==> src/rtl/fpu_issue_queue_if.sv <==
// Handshake bundle between a request producer, the FPU issue queue and the FPU.
// The queue connects through the slave modport; producer/FPU side through master.
interface fpu_issue_queue_if #(
  parameter int bitness = 32
);
  logic               push_valid;
  logic               push_ready;
  logic [bitness-1:0] push_a;
  logic [bitness-1:0] push_b;
  logic [3:0]         push_op;
  logic               fpu_input_rdy;
  logic               fpu_input_ack;
  logic [bitness-1:0] fpu_data_a;
  logic [bitness-1:0] fpu_data_b;
  logic [3:0]         fpu_operation;
  logic               fpu_output_rdy;
  logic               fpu_output_ack;

  modport master (
    output push_valid, push_a, push_b, push_op,
    output fpu_input_ack, fpu_output_rdy, fpu_output_ack,
    input  push_ready, fpu_input_rdy, fpu_data_a, fpu_data_b, fpu_operation
  );

  modport slave (
    input  push_valid, push_a, push_b, push_op,
    input  fpu_input_ack, fpu_output_rdy, fpu_output_ack,
    output push_ready, fpu_input_rdy, fpu_data_a, fpu_data_b, fpu_operation
  );
endinterface

==> src/rtl/fpu_issue_queue.sv <==
// Circular FIFO of {a, b, op} requests issued one at a time to an FPU.
// Define FPU_ISSUE_OPCHECK_EN to drop op codes above 3 and flag them on op_error.
module fpu_issue_queue #(
  parameter int bitness = 32,
  parameter int depth   = 4
) (
  input  logic                   clock,
  input  logic                   reset,
  fpu_issue_queue_if.slave       q,
  output logic [$clog2(depth):0] count,
  output logic                   busy
`ifdef FPU_ISSUE_OPCHECK_EN
  ,
  output logic                   op_error
`endif
);

  localparam int PW = $clog2(depth);
  localparam int CW = PW + 1;
  localparam logic [CW-1:0] DEPTH_C = CW'(depth);
  localparam logic [CW-1:0] CNT_ONE = CW'(1);
  localparam logic [PW-1:0] PTR_ONE = PW'(1);

  typedef enum logic [1:0] {IDLE, PRESENT, BUSY} state_t;

  typedef struct packed {
    logic [bitness-1:0] a;
    logic [bitness-1:0] b;
    logic [3:0]         op;
  } entry_t;

  entry_t        mem_q [depth];
  entry_t        head;
  state_t        state_q, state_d;
  logic [PW-1:0] wr_ptr_q, wr_ptr_d;
  logic [PW-1:0] rd_ptr_q, rd_ptr_d;
  logic [CW-1:0] count_q, count_d;
  logic          input_rdy_q, input_rdy_d;
  logic          busy_q, busy_d;
  logic          push_fire;
  logic          store;
  logic          pop;
`ifdef FPU_ISSUE_OPCHECK_EN
  logic          op_error_q, op_error_d;
  logic          op_bad;
`endif

  always_comb begin
    push_fire = q.push_valid && (count_q < DEPTH_C);
    store     = push_fire;
`ifdef FPU_ISSUE_OPCHECK_EN
    op_bad     = q.push_op > 4'd3;
    store      = push_fire && !op_bad;
    op_error_d = op_error_q || (push_fire && op_bad);
`endif
    // Pop only on the PRESENT->BUSY transition, so a held ack pops once.
    pop = (state_q == PRESENT) && q.fpu_input_ack;

    wr_ptr_d = store ? wr_ptr_q + PTR_ONE : wr_ptr_q;
    rd_ptr_d = pop   ? rd_ptr_q + PTR_ONE : rd_ptr_q;

    unique case ({store, pop})
      2'b10:   count_d = count_q + CNT_ONE;
      2'b01:   count_d = count_q - CNT_ONE;
      default: count_d = count_q;
    endcase

    state_d = state_q;
    unique case (state_q)
      IDLE:    if (count_q != '0) state_d = PRESENT;
      PRESENT: if (q.fpu_input_ack) state_d = BUSY;
      BUSY:    if (q.fpu_output_rdy && q.fpu_output_ack) state_d = IDLE;
      default: state_d = IDLE;
    endcase

    input_rdy_d = (state_d == PRESENT);
    busy_d      = (state_d == BUSY);
  end

  always_ff @(posedge clock or posedge reset) begin
    if (reset) begin
      state_q     <= IDLE;
      wr_ptr_q    <= '0;
      rd_ptr_q    <= '0;
      count_q     <= '0;
      input_rdy_q <= 1'b0;
      busy_q      <= 1'b0;
`ifdef FPU_ISSUE_OPCHECK_EN
      op_error_q  <= 1'b0;
`endif
    end else begin
      state_q     <= state_d;
      wr_ptr_q    <= wr_ptr_d;
      rd_ptr_q    <= rd_ptr_d;
      count_q     <= count_d;
      input_rdy_q <= input_rdy_d;
      busy_q      <= busy_d;
`ifdef FPU_ISSUE_OPCHECK_EN
      op_error_q  <= op_error_d;
`endif
    end
  end

  // Storage is left uncleared by reset; the pointers and count define validity.
  always_ff @(posedge clock) begin
    if (store) mem_q[wr_ptr_q] <= '{a: q.push_a, b: q.push_b, op: q.push_op};
  end

  always_comb begin
    head            = mem_q[rd_ptr_q];
    q.push_ready    = count_q < DEPTH_C;
    q.fpu_input_rdy = input_rdy_q;
    q.fpu_data_a    = (count_q != '0) ? head.a  : '0;
    q.fpu_data_b    = (count_q != '0) ? head.b  : '0;
    q.fpu_operation = (count_q != '0) ? head.op : '0;
    count           = count_q;
    busy            = busy_q;
`ifdef FPU_ISSUE_OPCHECK_EN
    op_error        = op_error_q;
`endif
  end

endmodule

==> src/flat_wrapper.sv <==
// flat-port wrapper written by rule: the top's interface ports become plain ports
module fpu_issue_queue_flat 
#(
  parameter int bitness = 32,
  parameter int depth   = 4
)
  (clock, reset, count, busy, q_push_valid, q_push_a, q_push_b, q_push_op, q_fpu_input_ack, q_fpu_output_rdy, q_fpu_output_ack, q_push_ready, q_fpu_input_rdy, q_fpu_data_a, q_fpu_data_b, q_fpu_operation);
  fpu_issue_queue_if #(.bitness(bitness)) q_i ();
  input  logic clock;
  input  logic reset;
  output logic [$clog2(depth):0] count;
  output logic busy;
  input wire logic [$bits(q_i.push_valid)-1:0] q_push_valid;
  input wire logic [$bits(q_i.push_a)-1:0] q_push_a;
  input wire logic [$bits(q_i.push_b)-1:0] q_push_b;
  input wire logic [$bits(q_i.push_op)-1:0] q_push_op;
  input wire logic [$bits(q_i.fpu_input_ack)-1:0] q_fpu_input_ack;
  input wire logic [$bits(q_i.fpu_output_rdy)-1:0] q_fpu_output_rdy;
  input wire logic [$bits(q_i.fpu_output_ack)-1:0] q_fpu_output_ack;
  output wire logic [$bits(q_i.push_ready)-1:0] q_push_ready;
  output wire logic [$bits(q_i.fpu_input_rdy)-1:0] q_fpu_input_rdy;
  output wire logic [$bits(q_i.fpu_data_a)-1:0] q_fpu_data_a;
  output wire logic [$bits(q_i.fpu_data_b)-1:0] q_fpu_data_b;
  output wire logic [$bits(q_i.fpu_operation)-1:0] q_fpu_operation;
  assign q_i.push_valid = q_push_valid;
  assign q_i.push_a = q_push_a;
  assign q_i.push_b = q_push_b;
  assign q_i.push_op = q_push_op;
  assign q_i.fpu_input_ack = q_fpu_input_ack;
  assign q_i.fpu_output_rdy = q_fpu_output_rdy;
  assign q_i.fpu_output_ack = q_fpu_output_ack;
  assign q_push_ready = q_i.push_ready;
  assign q_fpu_input_rdy = q_i.fpu_input_rdy;
  assign q_fpu_data_a = q_i.fpu_data_a;
  assign q_fpu_data_b = q_i.fpu_data_b;
  assign q_fpu_operation = q_i.fpu_operation;
  fpu_issue_queue #(.bitness(bitness), .depth(depth)) u_core (.clock(clock), .reset(reset), .q(q_i), .count(count), .busy(busy));
endmodule
==> config.mk <==
export PLATFORM = sky130hd
export DESIGN_NAME = fpu_issue_queue_flat
export DESIGN_NICKNAME = d
export VERILOG_FILES = /design/src/rtl/fpu_issue_queue_if.sv /design/src/rtl/fpu_issue_queue.sv /design/src/flat_wrapper.sv
export SDC_FILE = /design/constraint.sdc
export NUM_CORES = 1
export LEC_CHECK = 0
export ABC_AREA = 1
export CAP_MARGIN = 30
export CORE_ASPECT_RATIO = 0.6
export CORE_MARGIN = 1
export CORE_UTILIZATION = 25
export CTS_CLUSTER_DIAMETER = 60
export DETAILED_ROUTE_END_ITERATION = 16
export PLACE_DENSITY = 0.5
export SETUP_SLACK_MARGIN = 0.2
export SLEW_MARGIN = 20
export SYNTH_ARGS = -nofsm -noshare
export SYNTH_HDL_FRONTEND = slang
export SYNTH_SLANG_ARGS = --single-unit
==> constraint.sdc <==
create_clock -name clock -period 7.85 [get_ports clock]
set_input_delay 1.57 -clock clock [delete_from_list [all_inputs] [get_ports clock]]
set_output_delay 1.57 -clock clock [all_outputs]
set_load 0.01 [all_outputs]
### Word-level counts from Yosys, hierarchy flattened

Memory sizes are Yosys's and may differ from the RTL's.
Cells that the tools add are included.
Widths: inputs -> output; s select.

* bits in registers: 11
* RAM bits: 272
* memories: 1

Memory list
* u_core.mem_q: depth 4, width 68, read ports 1, clocked after Yosys merged registers in 0, wr ports 1, line fpu_issue_queue.sv:32 `entry_t mem_q [depth];`

* $add $sub $neg: 4
* $lt $le $gt $ge: 1
* equality and inequality tests: 6
* multiplexer cells: 10
* reduce and logical (&&, ||, !) cells: 6

Operator list (number)
* $mux 32: 2
* $eq 2x1->1 const B: 3
* $eq 2x2->1 const B: 3
* $mux 2: 3
* $pmux 2 s3: 1
* $pmux 3 s2: 1
* $add 2x1->2 const B: 2
* $mux 4: 1
* $add 3x1->3 const B: 1
* $logic_and 1x1->1: 3
* $lt 3x3->1 const B: 1
* $reduce_bool 3->1: 1
* $sub 3x1->3 const B: 1
* $logic_not 2->1: 1
* $mux 1: 2
* $reduce_bool 2->1: 1

### Logic depth before layout (Yosys ltp)

* word-level depth: 4
* gate-level depth with buffers: 10
* mapped depth without buffers: 10

### Least setup slack after synthesis

Ideal clock, no wire load.

* path type: input to register
* start: input q_push_valid
* end: memory u_core.mem_q[0][0] (netlist name) (enable)
* arrival time: 4.594 ns
* data required time: 7.355 ns
* slack: 2.762 ns
* stages: 2
* path buffers: 0
* cells stage by stage: nand2_1 > nor2_1

* word-level cells in the longest chain between the ends: 3

RTL lines
* start: declaration: line flat_wrapper.sv:13 `input wire logic [$bits(q_i.push_valid)-1:0] q_push_valid;`
* $logic_and 1x1->1: line fpu_issue_queue.sv:49 `push_fire = q.push_valid && (count_q < DEPTH_C);`
* $mux 1: line fpu_issue_queue.sv:106 `if (store) mem_q[wr_ptr_q] <= '{a: q.push_a, b: q.push_b, op: q.push_op};`
* $mux 1 (implied by the code): line fpu_issue_queue.sv:106
* end: declaration: line fpu_issue_queue.sv:32

No other way between the ends.

### Final worst setup path

* start: register u_core.rd_ptr_q[1]
* end: output q_fpu_data_a[25]

* word-level cells in the longest chain between the ends: 2

RTL lines
* start: declaration: line fpu_issue_queue.sv:36 `logic [PW-1:0] rd_ptr_q, rd_ptr_d;`
* start signal: assignment: line fpu_issue_queue.sv:94 `rd_ptr_q <= rd_ptr_d;`
* $mem_v2 4x68
* $mux 32: line fpu_issue_queue.sv:113 `q.fpu_data_a = (count_q != '0) ? head.a : '0;`
* end: declaration: line flat_wrapper.sv:22 `output wire logic [$bits(q_i.fpu_data_a)-1:0] q_fpu_data_a;`

No other way between the ends.

==> summary.txt <==
Crit Path Max Fanout - 40
Slew @ Worst Pin - 0.7593 ns
Starting Density - 0.2539
Port Buffers - 147
CTS tree - done
RSZ-0062 raised after global routing - false
Die area - 49530 um2
Worst VDD drop - 0.1941 mV
Detail Route Antenna Nets - 0
H-tree depth - 1
# hold bufs at CTS - 0
Post-route design area - 15250 um2
Post-CTS sizing - 0
Synth-to-layout area growth - 25.45%
CTS sink count - 283
Diodes inserted - 0
Routed wire length - 28820 um
Vias per inst - 4.037
DRT Pass-1 Iters - 4
Routability Congestion - 0.7367
Number of global-route vias before repair - 7776
GRT Total Usage - 0.1166
Max-slew violations - 0
Top-area cell type share of the netlist area - 0.6721
Setup crit start kind - flop
Critical path startpoint - u_core.rd_ptr_q[1]$_DFFE_PP0P_
Synth warn - 0
Worst EP arrival - 3.50 ns
Synth cell types - 20
Number of DRC markers in iteration 0 - 388
# setup viols final - 0
Max-capacitance violation count - 0
Clock Latency Late Sink - 0.56 ns
Non-Filler Instances - 1944
Worst EP required - 6.28 ns
Largest net degree at the start of global routing - 67
Nets - 1362
Placed insts - 1889
Share of cells above drive strength 1 - 0.05598
TNS Setup - 0 ns
Clk buf depth - 3
Status - complete, no violations
Antenna violations before repair - 1
Crit Path Class - reg -> out
Final period util - 0.6460
R2R depth - 5
Avg Cell Area, Syn - 10.68 um2
Row count - 62
Slew HR - 0.4938
Tmin final - 5.071 ns
Min-delay src - u_core.state_q[1]$_DFF_PP0_
Chip Height - 172.8 um
Post-CTS Setup Repair Bufs - 0
Core area - 47860 um2
Post-detail-place hpwl - 17210 um
Pwr/cell area - 372.7 nW/um2
Cell Area, Synth - 12150 um2
Reg-to-reg startpoint - u_core.count[2]$_DFFE_PP0P_
Clk slew on worst S/H paths - 0.06 ns
Num CTS Buffers - 31
Worst Hold Class - reg -> reg
Pre-CTS setup slack - 3.284 ns
Wirelength per Cell - 14.83 um
Setup slack after layout - 2.779 ns
Post-DP Area - 14260 um2
Cells after Synth - 1138
Clock Skew - 0.01066 ns
Seq/Total Area, Yosys - 0.6947
Yosys reg bits - 283
DIE WIDTH - 286.6 um
DRC viols - 0
Ports - 148
First-pass GRT wire length - 44710 um
CP Capture Type - primary output
Clk root buf - clkbuf_16
Max frequency - 197.2 MHz
Overflow after GRT - 0
WHS Path Cells - 1
Vias - 7848
Largest cells by area after synthesis - edfxtp_1, inv_1, nand2_1
Syn Nets - 1218
Hold Vio Cnt, Final - 0
Largest area contributor in the synthesized netlist - edfxtp_1
Pleak - 6.363 nW
==> logic make-up (layout without fill, tap and decap cells) <==
logic type / after synthesis / after routing / share of synthesized area
buf+inv: 342 / 508 / 0.1171
flops: 283 / 283 / 0.6947
fa+ha+maj: 6 / 6 / 0.006795
xor+xnor: 3 / 3 / 0.002162
simple gates: 431 / 431 / 0.1486
compound gates: 73 / 73 / 0.03068
==> cell type report <==
class / count / area, um2
clock buffer: 36 / 794.5
clock inverter: 19 / 187.7
fill: 4803 / 32620
inverter: 290 / 1091
multi-input combinational: 513 / 2317
sequential: 283 / 8451
tap: 640 / 800.8
timing repair buffer: 163 / 1604
==> placed cells by master, fill, tap and decap left out, types with 2 or more instances in the layout <==
| cell | netlist | final |
|---|---|---|
| inv_1 | 288 | 288 |
| nand2_1 | 285 | 285 |
| edfxtp_1 | 272 | 272 |
| clkdlybuf4s50_1 | 0 | 147 |
| nand3_1 | 138 | 138 |
| a21oi_1 | 70 | 70 |
| clkbuf_16 | 0 | 31 |
| buf_4 | 7 | 15 |
| dfrtp_1 | 11 | 9 |
| ha_1 | 5 | 5 |
| clkinvlp_4 | 0 | 5 |
| clkinv_2 | 0 | 5 |
| clkbuf_1 | 10 | 5 |
| nor2_4 | 0 | 4 |
| clkinv_1 | 0 | 4 |
| bufinv_16 | 0 | 3 |
| nor2_1 | 6 | 2 |
| xor2_1 | 2 | 2 |
| a31o_2 | 2 | 2 |
| dfrtp_4 | 0 | 2 |
==> cells in the mapped netlist <==
master and number:
nand4_1 1, fa_1 1, buf_2 24, buf_4 7, a31o_2 2, nor3_4 1
clkbuf_1 10, inv_2 2, ha_1 5, xnor2_1 1, a21oi_1 70, o21ai_0 1
inv_1 288, dfrtp_1 11, edfxtp_1 272, buf_6 11, xor2_1 2, nor2_1 6
nand3_1 138, nand2_1 285
==> where the power goes <==
part           switching, mW  internal (mW)
Combinational           1.28          0.921
Clock                  0.600          0.821
Sequential             0.123           1.94
Total                   2.00           3.68
==> through the flow <==
stage	utilization	hold slack (ns)	power, mW
floorplan	-	0.5351	3.333
global placement	0.2976	0.5523	4.338
detailed placement	0.2980	0.5629	4.355
CTS	0.3185	0.5784	5.809
global route	0.3185	0.5983	6.066
finish	0.3185	0.5758	5.683
==> layer usage <==
| layer | track usage | vias to the layer above | routed length [um] |
|---|---|---|---|
| met1 | 0.1609 | 3784 | 13810 |
| met3 | 0.02559 | 40 | 1291 |
| met4 | 0.02094 | 0 | 496 |
| li1 | - | 3889 | - |
| met5 | 0 | - | 0 |
| met2 | 0.1888 | 135 | 13220 |
==> flip-flops by register name (all words and copies together), names as in the netlist <==
name,count
u_core.wr_ptr_q,2
u_core.q.fpu_input_rdy,1
u_core.rd_ptr_q,2
u_core.busy,1
u_core.mem_q,272
u_core.count,3
u_core.state_q,2
==> worst paths after layout <==
path                                                   to  slack (ns)
max                                      q_fpu_data_a[25]        2.78
min                           u_core.state_q[1]$_DFF_PP0_        0.58
max reg2reg                 u_core.mem_q[2][41]$_DFFE_PP_        5.26
min reg2reg                   u_core.state_q[1]$_DFF_PP0_        0.58
max in group asynchronous  u_core.rd_ptr_q[1]$_DFFE_PP0P_        6.15
min in group asynchronous     u_core.count[2]$_DFFE_PP0P_        1.33
==> critical path, stage by stage (launching register included) <==
cell and delay (ns):
dfrtp_4 0.70, inv_2 0.65, buf_4 0.55, nand3_1 0.13, a21oi_1 0.28, clkdlybuf4s50_1 0.60
No activity file was read; power rests on OpenSTA's default activity.
